## config.mk

```make
export PLATFORM = sky130hd
export DESIGN_NAME = cache_port_arbiter
export DESIGN_NICKNAME = d
export VERILOG_FILES = /design/src/rtl/cache_port_arbiter.sv
export SDC_FILE = /design/constraint.sdc
export NUM_CORES = 1
export LEC_CHECK = 0
export ABC_AREA = 1
export BUFFER_PORTS_ARGS = -buffer_cell sky130_fd_sc_hd__buf_2
export CORE_UTILIZATION = 50
export CTS_BUF_LIST = sky130_fd_sc_hd__clkbuf_16
export DETAILED_ROUTE_END_ITERATION = 12
export GPL_TIMING_DRIVEN = 0
export PLACE_DENSITY = 0.93
export REMOVE_ABC_BUFFERS = 1
export SYNTH_ARGS = -nofsm -noshare
export SYNTH_HDL_FRONTEND = slang
export SYNTH_SLANG_ARGS = --single-unit
```

## constraint.sdc

```tcl
create_clock -name clk_i -period 5.7 [get_ports clk_i]
set_input_delay 0.57 -clock clk_i [delete_from_list [all_inputs] [get_ports clk_i]]
set_output_delay 0.57 -clock clk_i [all_outputs]
set_load 0.005 [all_outputs]
```

## src/rtl/cache_port_arbiter.sv

```systemverilog
// Round-robin arbiter that funnels NUM_REQ requesters onto a single cache port,
// one transaction in flight, with an optional per-transaction timeout.
module cache_port_arbiter #(
    parameter int NUM_REQ    = 2,
    parameter int ADDR_WIDTH = 16,
    parameter int DATA_WIDTH = 32,
    parameter int TIMEOUT    = 1024
) (
    input  logic                          clk_i,
    input  logic                          rst_i,
    input  logic [NUM_REQ-1:0]            req_valid_i,
    output logic [NUM_REQ-1:0]            req_ready_o,
    input  logic [NUM_REQ-1:0]            req_we_i,
    input  logic [NUM_REQ*ADDR_WIDTH-1:0] req_adr_i,
    input  logic [NUM_REQ*DATA_WIDTH-1:0] req_wdata_i,
    output logic [NUM_REQ-1:0]            rsp_valid_o,
    output logic [DATA_WIDTH-1:0]         rsp_rdata_o,
    output logic                          rsp_err_o,
    output logic                          cache_valid_o,
    input  logic                          cache_ready_i,
    output logic                          cache_we_o,
    output logic [ADDR_WIDTH-1:0]         cache_adr_o,
    output logic [DATA_WIDTH-1:0]         cache_wdata_o,
    input  logic [DATA_WIDTH-1:0]         cache_rdata_i,
    input  logic                          cache_resp_valid_i,
    output logic                          busy_o,
    output logic [$clog2(NUM_REQ)-1:0]    owner_o
);

    localparam int OW = $clog2(NUM_REQ);
    // One spare count so an ISSUE handshake on the last allowed cycle still expires in WAIT.
    localparam int CW = (TIMEOUT > 1) ? $clog2(TIMEOUT + 1) : 1;
    localparam logic [CW-1:0] CNT_LIMIT = (TIMEOUT > 0) ? CW'(TIMEOUT - 1) : '0;

    typedef enum logic [1:0] {
        S_IDLE,
        S_ISSUE,
        S_WAIT,
        S_RESP
    } state_t;

    state_t                state_q;
    logic [OW-1:0]         rr_q;
    logic [OW-1:0]         owner_q;
    logic [CW-1:0]         cnt_q;
    logic                  we_q;
    logic [ADDR_WIDTH-1:0] adr_q;
    logic [DATA_WIDTH-1:0] wdata_q;
    logic [DATA_WIDTH-1:0] rdata_q;
    logic                  err_q;
    logic                  cache_valid_q;
    logic [NUM_REQ-1:0]    rsp_valid_q;

    logic [OW-1:0]         winner;
    logic                  grant_found;
    int                    scan_idx;
    logic                  expired;
    logic [CW-1:0]         cnt_inc;
    logic [OW-1:0]         rr_next;
    logic [NUM_REQ-1:0]    owner_oh;

    always_comb begin
        winner      = rr_q;
        grant_found = 1'b0;
        scan_idx    = 0;
        req_ready_o = '0;
        for (int k = 0; k < NUM_REQ; k++) begin
            scan_idx = int'(rr_q) + k;
            if (scan_idx >= NUM_REQ) begin
                scan_idx = scan_idx - NUM_REQ;
            end
            if (!grant_found && req_valid_i[scan_idx]) begin
                grant_found = 1'b1;
                winner      = OW'(scan_idx);
            end
        end
        if (state_q == S_IDLE && grant_found) begin
            req_ready_o[winner] = 1'b1;
        end
    end

    assign expired  = (TIMEOUT != 0) && (cnt_q >= CNT_LIMIT);
    assign cnt_inc  = (cnt_q == '1) ? cnt_q : cnt_q + CW'(1);
    assign rr_next  = (owner_q == OW'(NUM_REQ - 1)) ? '0 : owner_q + OW'(1);
    assign owner_oh = NUM_REQ'(1) << owner_q;

    always_ff @(posedge clk_i or posedge rst_i) begin
        if (rst_i) begin
            state_q       <= S_IDLE;
            rr_q          <= '0;
            owner_q       <= '0;
            cnt_q         <= '0;
            we_q          <= 1'b0;
            adr_q         <= '0;
            wdata_q       <= '0;
            rdata_q       <= '0;
            err_q         <= 1'b0;
            cache_valid_q <= 1'b0;
            rsp_valid_q   <= '0;
        end else begin
            rsp_valid_q <= '0;
            case (state_q)
                S_IDLE: begin
                    if (grant_found) begin
                        owner_q       <= winner;
                        we_q          <= req_we_i[winner];
                        adr_q         <= req_adr_i[int'(winner)*ADDR_WIDTH +: ADDR_WIDTH];
                        wdata_q       <= req_wdata_i[int'(winner)*DATA_WIDTH +: DATA_WIDTH];
                        cnt_q         <= '0;
                        cache_valid_q <= 1'b1;
                        state_q       <= S_ISSUE;
                    end
                end
                S_ISSUE: begin
                    cnt_q <= cnt_inc;
                    if (cache_ready_i) begin
                        cache_valid_q <= 1'b0;
                        state_q       <= S_WAIT;
                    end else if (expired) begin
                        cache_valid_q <= 1'b0;
                        rdata_q       <= '0;
                        err_q         <= 1'b1;
                        rsp_valid_q   <= owner_oh;
                        state_q       <= S_RESP;
                    end
                end
                S_WAIT: begin
                    cnt_q <= cnt_inc;
                    // A response arriving on the expiry cycle takes priority over the timeout.
                    if (cache_resp_valid_i) begin
                        rdata_q     <= cache_rdata_i;
                        err_q       <= 1'b0;
                        rsp_valid_q <= owner_oh;
                        state_q     <= S_RESP;
                    end else if (expired) begin
                        rdata_q     <= '0;
                        err_q       <= 1'b1;
                        rsp_valid_q <= owner_oh;
                        state_q     <= S_RESP;
                    end
                end
                S_RESP: begin
                    rr_q    <= rr_next;
                    state_q <= S_IDLE;
                end
                default: state_q <= S_IDLE;
            endcase
        end
    end

    assign rsp_valid_o   = rsp_valid_q;
    assign rsp_rdata_o   = rdata_q;
    assign rsp_err_o     = err_q;
    assign cache_valid_o = cache_valid_q;
    assign cache_we_o    = we_q;
    assign cache_adr_o   = adr_q;
    assign cache_wdata_o = wdata_q;
    assign busy_o        = (state_q != S_IDLE);
    assign owner_o       = owner_q;

endmodule

```

==> summary.md, run 1 <==
| Metric | Value |
|---|---|
| Hold/Removal Path Class | in2async |
| Setup crit end | req_ready_o[1] |
| Warnings, synthesis | 0 |
| IR drop worst, VDD | approximately 0.00023 V |
| Nets | 971 |
| Clock Pin Slew Worst Setup and Hold Paths | approximately 0.07 ns |
| Slew Viols, Final | 0 |
| Clk buf depth | 2 |
| Worst Path Required | a little over 5 ns |
| Reg2Reg Launch Point | state_q[0] |
| Power per cell area | slightly below 500 mW/mm^2 |
| Register area share after synthesis | 0.511 |
| All-layer global routing usage | 0.250 |
| Peak Freq | roughly 320 MHz |
| Run status | completed |
| Leakage | approximately 3.7 nW |
| Gpl congestion | approximately 0.84 |
| Wire length on met1 | roughly 4900 um |
| Largest net degree at the start of global routing | around 70 |
| Share of cells above drive strength 1 | 0.323 |
| CTS tree | done |
| Met2 wire length | ~6100 um |
| Number of global-route vias before repair | between 4000 and 5000 |
| Die width | slightly above 100 um |
| Synthesized flop and latch total | 100 |
| Synthesized area | roughly 0.005 sq mm |
| Core area | around 0.0094 sq mm |
| Post-synth EDFFs | 0 |
| Overall power | 3.09 mW |
| I/O pins | around 230 |
| Avg Inst Size Synth | around 7.9 sq um |
| Final Cycle Share | 0.547 |
| R2R Path End | rsp_rdata_o[14] |
| Setup violations, final | 0 |
| Total vias in the final route | ~4600 |
| Post-CTS sizing | 0 |
| Input/output buffers | approximately 220 |
| First DRT Iteration DRCs | a little under 200 |
| Async SR Flop Fraction | 1.00 |
| Type of origin of the critical path | flop |
| H-tree Lvls | 3 |
| Minimum clock period | between 3 and 4 ns |
| Hold Vio Cnt, Final | 0 |
| Clk Latency, worst-skew pair | ~0.33 ns |
| Slew Limit Headroom | 0.238 |
| Crit path capture type | output pin |
| Post-synth top flop | dfrtp_1 |
| Mapped Cells | slightly above 600 |
| Cells on worst reg2reg path | 9 |
| Final WL | approximately 12000 um |
| Crit Path Class | reg2out |
| CP Launch Point | state_q[0] |
| DRT Pass-1 Iters | 4 |
| RSZ-0062 raised after global routing | false |
| Crit-path max FO | 50 |
| Netlist cell types | 31 |
| Initial Utilization | 0.522 |
| Wire length on met3 | a little under 1000 um |
| Die area | a little over 0.01 sq mm |
| DR WL/cell | around 13 um |
| R2R setup slack | about 3.1 ns |
| Total gr overflow | 0 |
| Rows | 35 |
| Slew @ Worst Pin | approximately 1.1 ns |
| Post-CTS Setup Inserts | 0 |
| Setup_tns | 0 ns |
| Initial antenna violation count | 0 |
| Total CTS buffers | 9 |
| Post-DP HPWL | around 9000 um |
| CTS Hold Buffers Added | 0 |
| Die height | about 100 um |
| First-pass GRT wire length | around 20000 um |
| Root Driver | clkbuf_16 |
| Max Cap Viol | 0 |
| Drt via density | 4.75 |
| WP data arrival | 2.55 ns |
| CTS sink cnt | 100 |
| Fin Clk Skew | between 0.01 and 0.015 ns |
| Highest Signal Layer | met4 |
| DR DRC count | 0 |
| Final ANT Viol Nets | 0 |
| P&R area growth vs syn | 31.0% |
[worst min path at each step]
stage	startpoint	to
2_1_floorplan	rsp_rdata_o[30]	rsp_rdata_o[30]
3_3_place_gp	rsp_rdata_o[30]	rsp_rdata_o[30]
3_5_place_dp	cache_wdata_o[22]	cache_wdata_o[22]
4_1_cts	rst_i	cache_wdata_o[2]
5_1_grt	rst_i	cache_wdata_o[23]
6_report	rst_i	cache_wdata_o[23]
[synth_stat cells (all sizes together) (2+ instances only)]
| cell | n | area share |
|---|---|---|
| a21oi | 4 | 0.0041 |
| buf | 19 | 0.025 |
| clkbuf | 7 | 0.0054 |
| dfrtp | 100 | 0.51 |
| ha | 6 | 0.015 |
| inv | 84 | 0.064 |
| nand2 | 197 | 0.16 |
| nand3 | 64 | 0.067 |
| nor2 | 84 | 0.069 |
| o21ai | 7 | 0.0095 |
| o21bai | 30 | 0.048 |
| xnor2 | 2 | 0.0036 |
| xor2 | 6 | 0.011 |
[cells in the final DEF (no fill, tap or decap), types with 2 or more instances in the layout]
cell type   count
nand2_2         4
nor2_2          5
clkbuf_16       9
nand2_1       191
diode_2         2
inv_2           6
nand2_4         2
buf_12          2
o21bai_2        2
dfrtp_1       100
ha_1            6
nor2_1         77
o21ai_2         3
clkinvlp_4      2
buf_2         224
nand3_1        62
o21bai_1       28
xor2_1          6
nand3_2         2
nor2_4          2
inv_1          77
a21oi_1         4
o21ai_0         3
xnor2_1         2
bufinv_16       2
[layout make-up]
class                           count  area (sq um)
Sequential cell                   100          2500
Timing Repair Buffer              227          1190
Tap cell                          129           161
Fill cell                         769          2960
Inverter                           84           318
Clock inverter                      5          78.8
Clock buffer                        9           225
Antenna cell                        2          5.00
Multi-Input combinational cell    407          1940
[state kept, by name (all words and copies together), names as in the netlist]
signal	cells
owner_o	1
cache_wdata_o	32
cnt_q	11
state_q	2
rsp_err_o	1
rsp_valid_o	2
cache_adr_o	16
cache_we_o	1
rsp_rdata_o	32
rr_q	1
cache_valid_o	1
[cell families after synthesis]
logic type	count (synthesis)	share of synthesized area
AND/OR/NAND/NOR	349	0.298
buffers and inverters	110	0.0951
flip-flops	100	0.511
AO/OA/AOI/OAI	43	0.0639
XOR/XNOR	8	0.0143
adder cells (fa/ha/maj)	7	0.0174
[through the flow]
| stage | setup WS (ns) | instances | cell area (sq um) | hold slack (ns) | util |
|---|---|---|---|---|---|
| floorplan | 2.50 | 591 | 4750 | 0.472 | - |
| global placement | 1.01 | 944 | 6030 | 0.469 | 0.643 |
| detailed placement | 2.93 | 947 | 6110 | 0.476 | 0.652 |
| CTS | 2.54 | 961 | 6410 | 0.245 | 0.684 |
| global route | 2.39 | 961 | 6410 | 0.248 | 0.684 |
| finish | 2.58 | 963 | 6410 | 0.233 | 0.685 |
[power by group]
| group | total (mW) | internal [mW] | switching, mW |
|---|---|---|---|
| combinational | 1.27 | 0.565 | 0.705 |
| sequential | 1.19 | 1.02 | 0.171 |
| clock | 0.628 | 0.378 | 0.250 |
| total | 3.09 | 1.96 | 1.13 |
[routing by layer]
| layer | up-vias | track usage |
|---|---|---|
| li1 | 2300 | - |
| met1 | 2071 | 0.287 |
| met2 | 184 | 0.444 |
| met3 | 21 | 0.0700 |
| met4 | 0 | 0.0936 |
| met5 | - | 0 |
[worst max-delay path, cell delays in order, from the launching register on]
cell	delay, ns
dfrtp_1	0.43
inv_1	0.16
ha_1	0.27
nand2_2	0.27
inv_2	0.14
nand2_1	0.08
inv_2	0.60
buf_2	0.24
(Power assumes the default switching activity.)
==> run 2: changes to the inputs <==
Settings changed: CORE_UTILIZATION 50 to 47, PLACE_DENSITY 0.93 to 0.88.
Clock period 5.7 ns to 3.19 ns, I/O delays scaled along.
==> run 2 against run 1 <==
  * Setup slack got worse by 2.3 ns
  * Die area up 6.3%
  * Global-route usage is 1.8 points lower
  * Combinational power is 79% higher
  * Critical path depth unchanged
  * Critical path type unchanged
  * Largest power group unchanged
==> summary.md, run 2 (same netlist as run 1, synthesis figures left out) <==
| Metric | Value |
|---|---|
| Peak Freq | 341 MHz |
| Critical path depth | 7 |
| CTS tree | done |
| Critical path's top delay family | buffers and inverters |
| Commonest non-fill, non-tap cell in the layout | buf_2 |
| Number of global-route vias before repair | 4403 |
| Leakage | 3.71 nW |
| Die width | 104 um |
| Power per cell area | between 800 and 900 mW/mm^2 |
| GRT met2 Usage | 0.415 |
| Psw | just over 2 mW |
| Crit Path Class | reg2out |
| Flop pwr share | 0.393 |
| H-tree Lvls | 3 |
| Die area | 0.0108 sq mm |
| Rows | 36 |
| Comb power frac | 0.419 |
| Drt via density | about 4.8 |
| CTS sink cnt | 100 |
| Hold Vio Cnt, Final | 0 |
| Power Internal | around 3.4 mW |
| Hold slack | just under 0.04 ns |
| Slew Limit Headroom | 0.256 |
| First DRT Iteration DRCs | roughly 300 |
| P&R area growth vs syn | 30.5% |
| I/O pins | about 230 |
| R2R Path End | rsp_rdata_o[9] |
| Setup violations, final | 0 |
| Final ANT Viol Nets | 0 |
| Clk Latency, worst-skew pair | around 0.34 ns |
| Commonest cells after routing, fill and taps aside | buf_2 (224), nand2_1 (191), dfrtp_1 (100) |
| Post-CTS sizing | 0 |
| M3 GR Usage | 0.0602 |
| Clk buf depth | 2 |
| Run status | completed |
| Cells on worst reg2reg path | 9 |
| Total gr overflow | 0 |
| Input/output buffers | 224 |
| Power share of the clock group | 0.187 |
| Worst Path Required | approximately 2.9 ns |
| Switching share of power | 0.378 |
| Hold/Removal Path Class | in2async |
| Initial Utilization | 0.492 |
| Fin Clk Skew | 0.0153 ns |
| Crit path capture type | output pin |
| DRT Pass-1 Iters | 4 |
| WP data arrival | 2.61 ns |
| Slew Viols, Final | 0 |
| Root Driver | clkbuf_16 |
| Final WL | between 10000 and 15000 um |
| Grt peak-use layer | met2 |
| Post-DP HPWL | about 9000 um |
| Crit-path max FO | 50 |
| CTS Hold Buffers Added | 0 |
| Total CTS buffers | 9 |
| Global-route track usage on met1 | 0.281 |
| Initial antenna violation count | 0 |
| RSZ-0062 raised after global routing | false |
| DR WL/cell | 12.7 um |
| Core area | 0.00995 sq mm |
| R2R setup slack | roughly 0.66 ns |
| First-pass GRT wire length | ~20000 um |
| N_diodes | 0 |
| All-layer global routing usage | 0.232 |
| Share of cells above drive strength 1 | 0.325 |
| Total vias in the final route | approximately 4600 |
| Dpl cells | around 950 |
| Largest stage delay on the critical path | a little over 0.6 ns |
| IR drop worst, VDD | around 0.00038 V |
| DR DRC count | 0 |
| Type of origin of the critical path | flop |
| Reg2Reg Launch Point | state_q[0] |
| Nets | 971 |
| Cells along the critical path | inv_1 > ha_1 > nand2_2 > inv_2 > nand2_1 > inv_2 > buf_2 |
| Largest net degree at the start of global routing | 60 |
| Gpl congestion | 0.834 |
| Max Cap Viol | 0 |
| Fill count | approximately 860 |
| Clock Pin Slew Worst Setup and Hold Paths | 0.07 ns |
| CP dominant cell by count | inv_2 |
| Slew @ Worst Pin | roughly 1.1 ns |
| CP max stage cell | inv_2 |
| Final Cycle Share | 0.919 |
| Buf/Inv on CP | 4 |
| Minimum clock period | around 2.9 ns |
| Die height | about 100 um |
| Non-Filler Instances | slightly below 1000 |
| Post-CTS Setup Inserts | 0 |
run 2: changes by cell type in the layout (fill, tap and decap cells not counted):
cell / before / now
clkinv_1: 1 / 0
clkinv_4: 0 / 1
inv_1: 77 / 78
inv_8: 0 / 1
inv_6: 0 / 1
clkinv_2: 0 / 1
diode_2: 2 / 0
bufinv_16: 2 / 0
run 2: how the worst max path moves through the flow:
stage | startpoint | to | slack, ns
floorplan | state_q[0] | req_ready_o[0] | 0.24
global placement | state_q[0] | req_ready_o[0] | -1.32
detailed placement | state_q[0] | req_ready_o[1] | 0.61
CTS | state_q[0] | req_ready_o[1] | 0.23
global route | state_q[1] | req_ready_o[1] | 0.05
finish | state_q[0] | req_ready_o[1] | 0.26
run 2: stage by stage:
step / setup slack [ns] / cell area, sq um / util / setup TNS (ns) / power [mW]
6_report: 0.258 / 6390 / 0.642 / 0 / 5.41
5_1_grt: 0.0467 / 6390 / 0.642 / 0 / 5.85
4_1_cts: 0.230 / 6390 / 0.642 / 0 / 5.47
3_5_place_dp: 0.606 / 6110 / 0.614 / 0 / 4.43
3_3_place_gp: -1.32 / 6030 / 0.606 / -144.88 / 4.31
2_1_floorplan: 0.242 / 4750 / - / 0 / 3.41
run 2: routing by layer:
layer | up-vias | part of all wire
li1 | 2301 | -
met1 | 2120 | 0.41
met2 | 192 | 0.51
met3 | 6 | 0.072
met4 | 0 | 0.0066
met5 | - | 0
run 2: area by class of cell:
class	count	area (sq um)	share of cell area
timing repair buffer	227	1190	0.186
clock buffer	9	225	0.0353
clock inverter	7	52.6	0.00823
sequential	100	2500	0.392
tap	133	166	0.0260
multi-input combinational	407	1940	0.303
inverter	84	318	0.0497
run 2: power groups by stage:
stage	clock network [mW]	registers (mW)	logic, mW
after floorplan	0	2.17	1.24
after global placement	0	2.12	2.18
after detailed placement	0	2.12	2.31
after CTS	1.04	2.13	2.30
after global routing	1.10	2.20	2.56
final	1.01	2.13	2.27
run 2: worst reg2reg max path: stages (launching register included):
cell and delay (ns):
dfrtp_1 0.42, inv_1 0.15, ha_1 0.19, nand2_1 0.62, inv_1 0.24, nand2_1 0.10
inv_2 0.42, nor2_1 0.09, o21bai_1 0.18, inv_1 0.06
